<file path="src/rtl/dct_pkg.sv">
// Shared definitions for the avalon_dct master-side job sequencer.
package dct_pkg;

    localparam int NBITS = 16;

    localparam int DCT_ADDR_SIZE = 0;
    localparam int DCT_ADDR_DATA = 1;
    localparam int DCT_ADDR_FRAC = 2;

    typedef enum logic [2:0] {
        IDLE,
        CFG_M,
        CFG_SIZE,
        LOAD,
        RD_REQ,
        EMIT,
        DONE
    } seq_state_t;

    // A transform size is usable when 1 <= L <= max_log2.
    function automatic logic log2_ok(input logic [3:0] l, input int max_log2);
        return (l != 4'd0) && (int'(l) <= max_log2);
    endfunction

endpackage

</file>
<file path="src/rtl/dct_job_sequencer_if.sv">
// Job control, sample/coefficient streams and avalon_dct master bus of the sequencer.
interface dct_job_sequencer_if #(
    parameter int NBITS    = 16,
    parameter int MAX_LOG2 = 5,
    parameter int ADDR_W   = 8
);
    logic [4:0]          cfg_int_bits;
    logic [3:0]          cfg_log2_size;
    logic                job_start;
    logic                job_busy;
    logic                job_done;
    logic                cfg_err;

    logic [NBITS-1:0]    s_data;
    logic                s_valid;
    logic                s_ready;

    logic [NBITS-1:0]    c_data;
    logic [MAX_LOG2-1:0] c_index;
    logic                c_valid;
    logic                c_ready;

    logic [ADDR_W-1:0]   dct_addr;
    logic                dct_read;
    logic                dct_write;
    logic [NBITS-1:0]    dct_writedata;
    logic [NBITS-1:0]    dct_readdata;
    logic                dct_done;

    // Sequencer side: masters the avalon_dct bus, sinks samples, sources coefficients.
    modport master (
        input  cfg_int_bits, cfg_log2_size, job_start,
        input  s_data, s_valid, c_ready, dct_readdata, dct_done,
        output job_busy, job_done, cfg_err, s_ready,
        output c_data, c_index, c_valid,
        output dct_addr, dct_read, dct_write, dct_writedata
    );

    modport slave (
        output cfg_int_bits, cfg_log2_size, job_start,
        output s_data, s_valid, c_ready, dct_readdata, dct_done,
        input  job_busy, job_done, cfg_err, s_ready,
        input  c_data, c_index, c_valid,
        input  dct_addr, dct_read, dct_write, dct_writedata
    );

endinterface

</file>
<file path="src/rtl/dct_job_sequencer.sv">
// Runs one avalon_dct job per start: configure, stream 2**L samples in, read 2**L coefficients out.
//
// state    | meaning
// IDLE     | waiting for job_start; validates L
// CFG_M    | write integer-bit count M to the fraction register
// CFG_SIZE | write L to the size register
// LOAD     | pass accepted samples straight through to the data register
// RD_REQ   | read coefficient k, wait for dct_done
// EMIT     | hold coefficient k on the output stream until taken
// DONE     | one-cycle job_done
module dct_job_sequencer
    import dct_pkg::*;
#(
    parameter int NBITS    = dct_pkg::NBITS,
    parameter int MAX_LOG2 = 5,
    parameter int ADDR_W   = 8
) (
    input  logic Clock,
    input  logic reset,
    dct_job_sequencer_if.master bus
);

    localparam int CW = MAX_LOG2 + 1;

    seq_state_t          state_q, state_d;
    logic [CW-1:0]       k_q, k_d;
    logic [4:0]          m_q;
    logic [3:0]          l_q;
    logic [NBITS-1:0]    c_data_q;
    logic [MAX_LOG2-1:0] c_index_q;
    logic                c_valid_q;
    logic                cfg_err_q;

    logic                cfg_ok;
    logic                start_ok;
    logic [CW-1:0]       k_last;

    assign cfg_ok   = log2_ok(bus.cfg_log2_size, MAX_LOG2);
    assign start_ok = (state_q == IDLE) && bus.job_start && cfg_ok;
    assign k_last   = CW'((1 << l_q) - 1);

    always_ff @(posedge Clock or posedge reset) begin
        if (reset) begin
            state_q   <= IDLE;
            k_q       <= '0;
            m_q       <= '0;
            l_q       <= '0;
            c_data_q  <= '0;
            c_index_q <= '0;
            c_valid_q <= 1'b0;
            cfg_err_q <= 1'b0;
        end else begin
            state_q   <= state_d;
            k_q       <= k_d;
            cfg_err_q <= (state_q == IDLE) && bus.job_start && !cfg_ok;
            if (start_ok) begin
                m_q <= bus.cfg_int_bits;
                l_q <= bus.cfg_log2_size;
            end
            if (state_q == RD_REQ && bus.dct_done) begin
                c_data_q  <= bus.dct_readdata;
                c_index_q <= k_q[MAX_LOG2-1:0];
                c_valid_q <= 1'b1;
            end else if (state_q == EMIT && bus.c_ready) begin
                c_valid_q <= 1'b0;
            end
        end
    end

    always_comb begin
        state_d           = state_q;
        k_d               = k_q;
        bus.dct_addr      = '0;
        bus.dct_read      = 1'b0;
        bus.dct_write     = 1'b0;
        bus.dct_writedata = '0;
        bus.s_ready       = 1'b0;

        unique case (state_q)
            IDLE: begin
                if (start_ok) state_d = CFG_M;
            end
            CFG_M: begin
                bus.dct_write     = 1'b1;
                bus.dct_addr      = ADDR_W'(DCT_ADDR_FRAC);
                bus.dct_writedata = NBITS'(m_q);
                state_d           = CFG_SIZE;
            end
            CFG_SIZE: begin
                bus.dct_write     = 1'b1;
                bus.dct_addr      = ADDR_W'(DCT_ADDR_SIZE);
                bus.dct_writedata = NBITS'(l_q);
                state_d           = LOAD;
            end
            LOAD: begin
                bus.dct_addr      = ADDR_W'(DCT_ADDR_DATA);
                bus.s_ready       = 1'b1;
                bus.dct_write     = bus.s_valid;
                bus.dct_writedata = bus.s_data;
                if (bus.s_valid) begin
                    if (k_q == k_last) begin
                        k_d     = '0;
                        state_d = RD_REQ;
                    end else begin
                        k_d = k_q + 1'b1;
                    end
                end
            end
            RD_REQ: begin
                bus.dct_read = 1'b1;
                bus.dct_addr = ADDR_W'(k_q);
                if (bus.dct_done) state_d = EMIT;
            end
            // Read stays low here so a dct_done held high is never captured twice.
            EMIT: begin
                if (c_valid_q && bus.c_ready) begin
                    if (k_q == k_last) begin
                        k_d     = '0;
                        state_d = DONE;
                    end else begin
                        k_d     = k_q + 1'b1;
                        state_d = RD_REQ;
                    end
                end
            end
            DONE: begin
                state_d = IDLE;
            end
            default: begin
                state_d = IDLE;
            end
        endcase
    end

    assign bus.job_busy = (state_q != IDLE);
    assign bus.job_done = (state_q == DONE);
    assign bus.cfg_err  = cfg_err_q;
    assign bus.c_data   = c_data_q;
    assign bus.c_index  = c_index_q;
    assign bus.c_valid  = c_valid_q;

endmodule

</file>
<file path="src/flat_wrapper.sv">
// flat-port wrapper written by rule: the top's interface ports become plain ports
module dct_job_sequencer_flat import dct_pkg::*;
#(
    parameter int NBITS    = dct_pkg::NBITS,
    parameter int MAX_LOG2 = 5,
    parameter int ADDR_W   = 8
)
  (Clock, reset, bus_cfg_int_bits, bus_cfg_log2_size, bus_job_start, bus_s_data, bus_s_valid, bus_c_ready, bus_dct_readdata, bus_dct_done, bus_job_busy, bus_job_done, bus_cfg_err, bus_s_ready, bus_c_data, bus_c_index, bus_c_valid, bus_dct_addr, bus_dct_read, bus_dct_write, bus_dct_writedata);
  dct_job_sequencer_if #(.NBITS(NBITS), .MAX_LOG2(MAX_LOG2), .ADDR_W(ADDR_W)) bus_i ();
  input  logic Clock;
  input  logic reset;
  input wire logic [$bits(bus_i.cfg_int_bits)-1:0] bus_cfg_int_bits;
  input wire logic [$bits(bus_i.cfg_log2_size)-1:0] bus_cfg_log2_size;
  input wire logic [$bits(bus_i.job_start)-1:0] bus_job_start;
  input wire logic [$bits(bus_i.s_data)-1:0] bus_s_data;
  input wire logic [$bits(bus_i.s_valid)-1:0] bus_s_valid;
  input wire logic [$bits(bus_i.c_ready)-1:0] bus_c_ready;
  input wire logic [$bits(bus_i.dct_readdata)-1:0] bus_dct_readdata;
  input wire logic [$bits(bus_i.dct_done)-1:0] bus_dct_done;
  output wire logic [$bits(bus_i.job_busy)-1:0] bus_job_busy;
  output wire logic [$bits(bus_i.job_done)-1:0] bus_job_done;
  output wire logic [$bits(bus_i.cfg_err)-1:0] bus_cfg_err;
  output wire logic [$bits(bus_i.s_ready)-1:0] bus_s_ready;
  output wire logic [$bits(bus_i.c_data)-1:0] bus_c_data;
  output wire logic [$bits(bus_i.c_index)-1:0] bus_c_index;
  output wire logic [$bits(bus_i.c_valid)-1:0] bus_c_valid;
  output wire logic [$bits(bus_i.dct_addr)-1:0] bus_dct_addr;
  output wire logic [$bits(bus_i.dct_read)-1:0] bus_dct_read;
  output wire logic [$bits(bus_i.dct_write)-1:0] bus_dct_write;
  output wire logic [$bits(bus_i.dct_writedata)-1:0] bus_dct_writedata;
  assign bus_i.cfg_int_bits = bus_cfg_int_bits;
  assign bus_i.cfg_log2_size = bus_cfg_log2_size;
  assign bus_i.job_start = bus_job_start;
  assign bus_i.s_data = bus_s_data;
  assign bus_i.s_valid = bus_s_valid;
  assign bus_i.c_ready = bus_c_ready;
  assign bus_i.dct_readdata = bus_dct_readdata;
  assign bus_i.dct_done = bus_dct_done;
  assign bus_job_busy = bus_i.job_busy;
  assign bus_job_done = bus_i.job_done;
  assign bus_cfg_err = bus_i.cfg_err;
  assign bus_s_ready = bus_i.s_ready;
  assign bus_c_data = bus_i.c_data;
  assign bus_c_index = bus_i.c_index;
  assign bus_c_valid = bus_i.c_valid;
  assign bus_dct_addr = bus_i.dct_addr;
  assign bus_dct_read = bus_i.dct_read;
  assign bus_dct_write = bus_i.dct_write;
  assign bus_dct_writedata = bus_i.dct_writedata;
  dct_job_sequencer #(.NBITS(NBITS), .MAX_LOG2(MAX_LOG2), .ADDR_W(ADDR_W)) u_core (.Clock(Clock), .reset(reset), .bus(bus_i));
endmodule
</file>
<file path="config.mk">
export PLATFORM = sky130hd
export DESIGN_NAME = dct_job_sequencer_flat
export DESIGN_NICKNAME = d
export VERILOG_FILES = /design/src/rtl/dct_pkg.sv /design/src/rtl/dct_job_sequencer_if.sv /design/src/rtl/dct_job_sequencer.sv /design/src/flat_wrapper.sv
export SDC_FILE = /design/constraint.sdc
export NUM_CORES = 1
export LEC_CHECK = 0
export CAP_MARGIN = 0
export CORE_ASPECT_RATIO = 0.7
export CORE_MARGIN = 3
export CORE_UTILIZATION = 60
export CTS_BUF_LIST = sky130_fd_sc_hd__clkbuf_16
export DETAILED_ROUTE_END_ITERATION = 16
export DONT_BUFFER_PORTS = 1
export GPL_TIMING_DRIVEN = 0
export PLACE_DENSITY = 0.76
export SYNTH_ARGS = -nofsm -noshare
export SYNTH_HDL_FRONTEND = slang
export SYNTH_SLANG_ARGS = --single-unit
</file>
<file path="constraint.sdc">
create_clock -name Clock -period 5.4 [get_ports Clock]
set_input_delay 1.08 -clock Clock [delete_from_list [all_inputs] [get_ports Clock]]
set_output_delay 1.08 -clock Clock [all_outputs]
set_load 0.01 [all_outputs]
</file>
Yosys cells after proc, flatten, opt, wreduce, memory -nomap -nowiden
Index checks and enable logic that the tools add are counted.
- add/sub/neg operators: 2
- $lt $le $gt $ge: 1
- equal/unequal tests: 12
- shifts and indexed selects: 1
- mux-type cells: 18
- reductions and logical operators: 16
- operators by type and width (kind ; number):
    $pmux 16 s3 ; 1
    $mux 6 ; 3
    $pmux 3 s6 ; 1
    $pmux 6 s3 ; 1
    $mux 3 ; 5
    $pmux 6 s2 ; 1
    $eq 3x3->1 const B ; 3
    $logic_and 1x1->1 ; 7
    $add 6x1->6 const B ; 1
    $eq 3x2->1 const B ; 2
    $eq 6x6->1 ; 1
    $ne 2x2->1 const B ; 3
    $shl 1x4->6 const A ; 1
    $sub 6x2->6 const B ; 1
    $reduce_and 5->1 ; 1
    $le 4x3->1 const B ; 1
    $mux 1 ; 4
    $ne 2x1->1 const B ; 2
    $reduce_bool 2->1 ; 2
    $reduce_bool 4->1 ; 1
    $eq 3x1->1 const B ; 1
    $logic_not 3->1 ; 1
    $reduce_and 3->1 ; 1
    $reduce_bool 3->1 ; 1
    4 further kinds ; 4
- bits in registers: 41
- input bits: 47
- logic and storage cells: 58

Logic depth before layout (Yosys ltp)
Gate-level depths: netlist of run 1.
- word-level depth: 6
- depth in mapped cells: 9
- gate-level depth less buffers: 8

Worst setup path after synthesis of run 1
OpenSTA, ideal clock, no wires.
- path kind: input to output
- start point: input port bus_s_data[0]
- end point: output port bus_dct_writedata[0]
- arrival time: 1.580 ns
- data required time: 4.320 ns
- path slack: 2.740 ns
- cell stages on the path: 3
- path buffers: 0
- cell sequence: mux2_2 > a22oi_1 > nor2_1
- longest elaborated chain between the ends: 1
- ends and longest elaborated chain (element ; line ; text):
    from (decl) ; flat_wrapper.sv:15 ; input wire logic [$bits(bus_i.s_data)-1:0] bus_s_data;
    $pmux 16 s3 ; dct_job_sequencer.sv:79 ; unique case (state_q)
    to (decl) ; flat_wrapper.sv:30 ; output wire logic [$bits(bus_i.dct_writedata)-1:0] bus_dct_writedata;
No other way between the ends.

Worst setup path after layout of run 1
- start point: register u_core.state_q[2]
- end point: output port bus_dct_writedata[8]
- longest elaborated chain between the ends: 2
- elaborated cells on any way between the ends: 4
- ends and longest elaborated chain (element ; line ; text):
    from (decl) ; dct_job_sequencer.sv:25 ; seq_state_t state_q, state_d;
    from (signal assigned) ; dct_job_sequencer.sv:53 ; state_q <= state_d;
    $eq 3x2->1 or $eq 3x1->1 (tied branches) ; dct_job_sequencer.sv:79 ;
    $pmux 16 s3 * ; dct_job_sequencer.sv:79 ;
Mark *: on every way between the ends. The rest lies on a longest branch, timed or not.

==> impl_metrics.py, run 1 <==
metrics = {
    "synth": {
        "synth.distinct_cells": 53,
        "synthFlopType": "dfrtp_1",
        "synth_area_per_cell_um2": 10.6,
        "synth_commonest_cells": "dfrtp_1, mux2_2, and2_1, nand2_1, nor2_1",
        "netlist_area_um2": 2360,
        "ys_seq_area_frac": 0.435,
        "async_flop_share": 1.00,
        "ys_top_cells_by_area": "dfrtp_1, mux2_2, and2_1, nand2_1, nor2_1",
        "synthCells": 222,
        "synth_warnings": 0,
        "synth-edff-count": 0,
        "yosysTopAreaCellShare": 0.435,
        "synth_seq_cells": 41,
        "post-synth-top-area-cell": "dfrtp_1",
        "synth_most_common_cell": "dfrtp_1",
    },
    "global_route": {
        "overflow": 0,
        "grt_max_degree": 42,
        "antenna_found_initial": 0,
        "grtUsageTotal": 0.251,
        "grt_pass1_wl_mm": 8.89,
        "grt_pass1_vias": 1795,
    },
    "sta": {
        "finalHoldViolCount": 0,
        "setup_viol": 0,
        "rsz0062_at_grt": "no",
        "layout_min_cycle_time_ps": 3110,
        "maxSlewViolCount": 0,
        "holdWs_ps": 509,
        "tightest_slew_ps": 863,
        "post-route-period-util": 0.575,
        "clock.fmax_mhz": 322,
        "finClkSkew_ps": 5.54,
        "slew_headroom": 0.424,
        "finalSetupTns_ps": 0,
    },
    "clocking": {
        "holdBufCountCts": 0,
        "clk_pin_slew_ps": 60,
        "ctsHtreeMaxLevel": 2,
        "clk_latency_ps": 280,
        "clk_path_buf_depth": 2,
        "post_cts_resized": 0,
        "numCtsBuffers": 5,
        "clock-sinks": 41,
        "cts_post_setup_buffers_inserted": 0,
        "cts_root_buf": "clkbuf_16",
        "cts_tree": "done",
    },
    "placement": {
        "portBuffers": 0,
        "post-dp-hpwl_mm": 4.22,
        "place_congestion": 0.829,
    },
    "die": {
        "die_w_um": 81.0,
        "num_io_pins": 99,
        "die_y_um": 58.5,
        "coreArea_um2": 3650,
        "num_rows": 18,
        "start_util": 0.647,
        "die_area_um2": 4740,
    },
    "layout": {
        "fin_nets": 279,
        "multi_input_area_um2": 1220,
        "antenna_cells": 0,
        "syn_to_final_growth_pct": 8.85,
        "n_fill_cell": 272,
        "final-seq-area_um2": 1030,
        "drive_gt1_frac": 0.277,
    },
    "setup_path": {
        "start_kind": "register",
        "crit_arrival_ps": 2030,
        "cp.required_ps": 4320,
        "endpoint_kind": "primary output",
        "cp_max_fo": 10,
        "worst-setup-path-type": "register to primary output",
    },
    "hold_path": {
        "holdCritPathClass": "register to register",
    },
    "power": {
        "pwr-share-seq": 0.373,
        "p_switching_uw": 381,
        "pwr-share-clk": 0.283,
        "p_int_uw": 629,
        "combPwrFrac": 0.343,
        "peakVddDrop_uv": 191,
        "power_density_nw_per_um2": 393,
        "leakagePower_nw": 1.22,
        "swShare": 0.378,
    },
    "status": {
        "status": "finished clean",
    },
    "route": {
        "avgRoutedWirePerCell_um": 20.0,
        "drc": 0,
        "totalWireLength_mm": 5.63,
        "vias": 1820,
        "first_pass_iters": 5,
        "via_per_inst": 6.48,
        "postRouteAntennaNets": 0,
        "drt_iter0_markers": 93,
    },
    "job": {
        "drv_cap": 0,
    },
}
## flip-flops by register name, indices dropped and copies added (netlist names)
name	flops
u_core.bus.c_data	16
u_core.bus.c_index	5
u_core.bus.c_valid	1
u_core.bus.cfg_err	1
u_core.k_q	6
u_core.l_q	4
u_core.m_q	5
u_core.state_q	3
## area by class of cell
class,instances,share of cell area
clock inverter,3,0.00682
sequential,41,0.399
tap,50,0.0243
buffer,16,0.0360
inverter,8,0.0117
multi-input combinational,158,0.473
clock buffer,5,0.0487
## critical path: stages (launching register included)
cell	delay (ps)
dfrtp_1	390
clkbuf_1	220
nand2b_1	240
nor2_1	250
clkbuf_1	380
and2_1	250
## worst paths after layout
kind	startpoint	end	slack (ps)	cells after the start
worst min register to register	u_core.m_q[0]	u_core.m_q[0]	510	1
max in group asynchronous	reset	u_core.bus.c_data[15]	4000	1
min in group asynchronous	reset	u_core.bus.c_data[12]	860	1
worst max register to register	u_core.l_q[0]	u_core.k_q[1]	2640	7
worst max-delay path	u_core.state_q[2]	bus_dct_writedata[8]	2290	5
worst min-delay path	u_core.m_q[0]	u_core.m_q[0]	510	1
## layer usage
layer,track usage,vias to the layer above,share of wire
li1,-,801,-
met1,0.302,890,0.38
met2,0.425,114,0.51
met3,0.0719,15,0.090
met4,0.111,0,0.022
met5,0,-,0
## cells in the final DEF (no fill, tap or decap), types with 4 or more instances in the layout
cell type  Yosys  layout
o21ai_0        4       4
nand2_1       16      16
and3_1         6       6
and2_1        16      16
nor3_1         6       6
a21oi_1        6       6
buf_4          4       4
clkbuf_1       6       6
nand3_1        6       6
mux2_2        33      33
clkbuf_16      0       5
dfrtp_1       41      41
nor2_1        11      11
inv_1          8       7
a22oi_1        4       4
## cells by family after synthesis
family,Yosys count,share of synthesized area
XOR/XNOR,4,0.0148
other,1,0.00159
AND/OR/NAND/NOR,84,0.210
flip-flops,41,0.435
adder cells (fa/ha/maj),2,0.0106
buffers and inverters,24,0.0519
AO/OA/AOI/OAI,32,0.114
multiplexers,34,0.162
## through the flow
stage,utilization,worst slack [ps],instances,cell area (um^2),total power [mW]
after floorplan,-,2740,223,2360,0.642
after detailed placement,0.665,2610,273,2430,0.719
final,0.704,2290,281,2570,1.01
after CTS,0.704,2300,281,2570,1.00
after global placement,0.665,2670,273,2430,0.696
after global routing,0.704,2060,281,2570,1.07
## power by group through the flow
stage	Combinational (mW)	Sequential, mW	Clock, mW
after floorplan	0.276	0.367	0
after global placement	0.318	0.378	0
after detailed placement	0.338	0.381	0
after CTS	0.341	0.376	0.287
after global routing	0.384	0.381	0.302
final	0.347	0.377	0.286
No activity file was read; power rests on OpenSTA's default activity.
==> run 2, diff against run 1 <==
Clock period 5.4 ns to 3.2 ns, I/O delays scaled along.
==> results of run 2 <==
The final DEF is identical to that of run 1. Status: finished clean.
Among the figures that moved: setup slack after placement 2610 ps -> 475 ps; setup slack after layout 2290 ps -> 436 ps; hold slack 509 ps -> 416 ps; start point of the critical path u_core.state_q[2] -> u_core.l_q[0]; end point of the critical path bus_dct_writedata[8] -> u_core.k_q[1]; register-to-register setup slack 2640 ps -> 440 ps; total power 1.01 mW -> 1.70 mW; worst IR drop on VDD 191 uV -> 323 uV
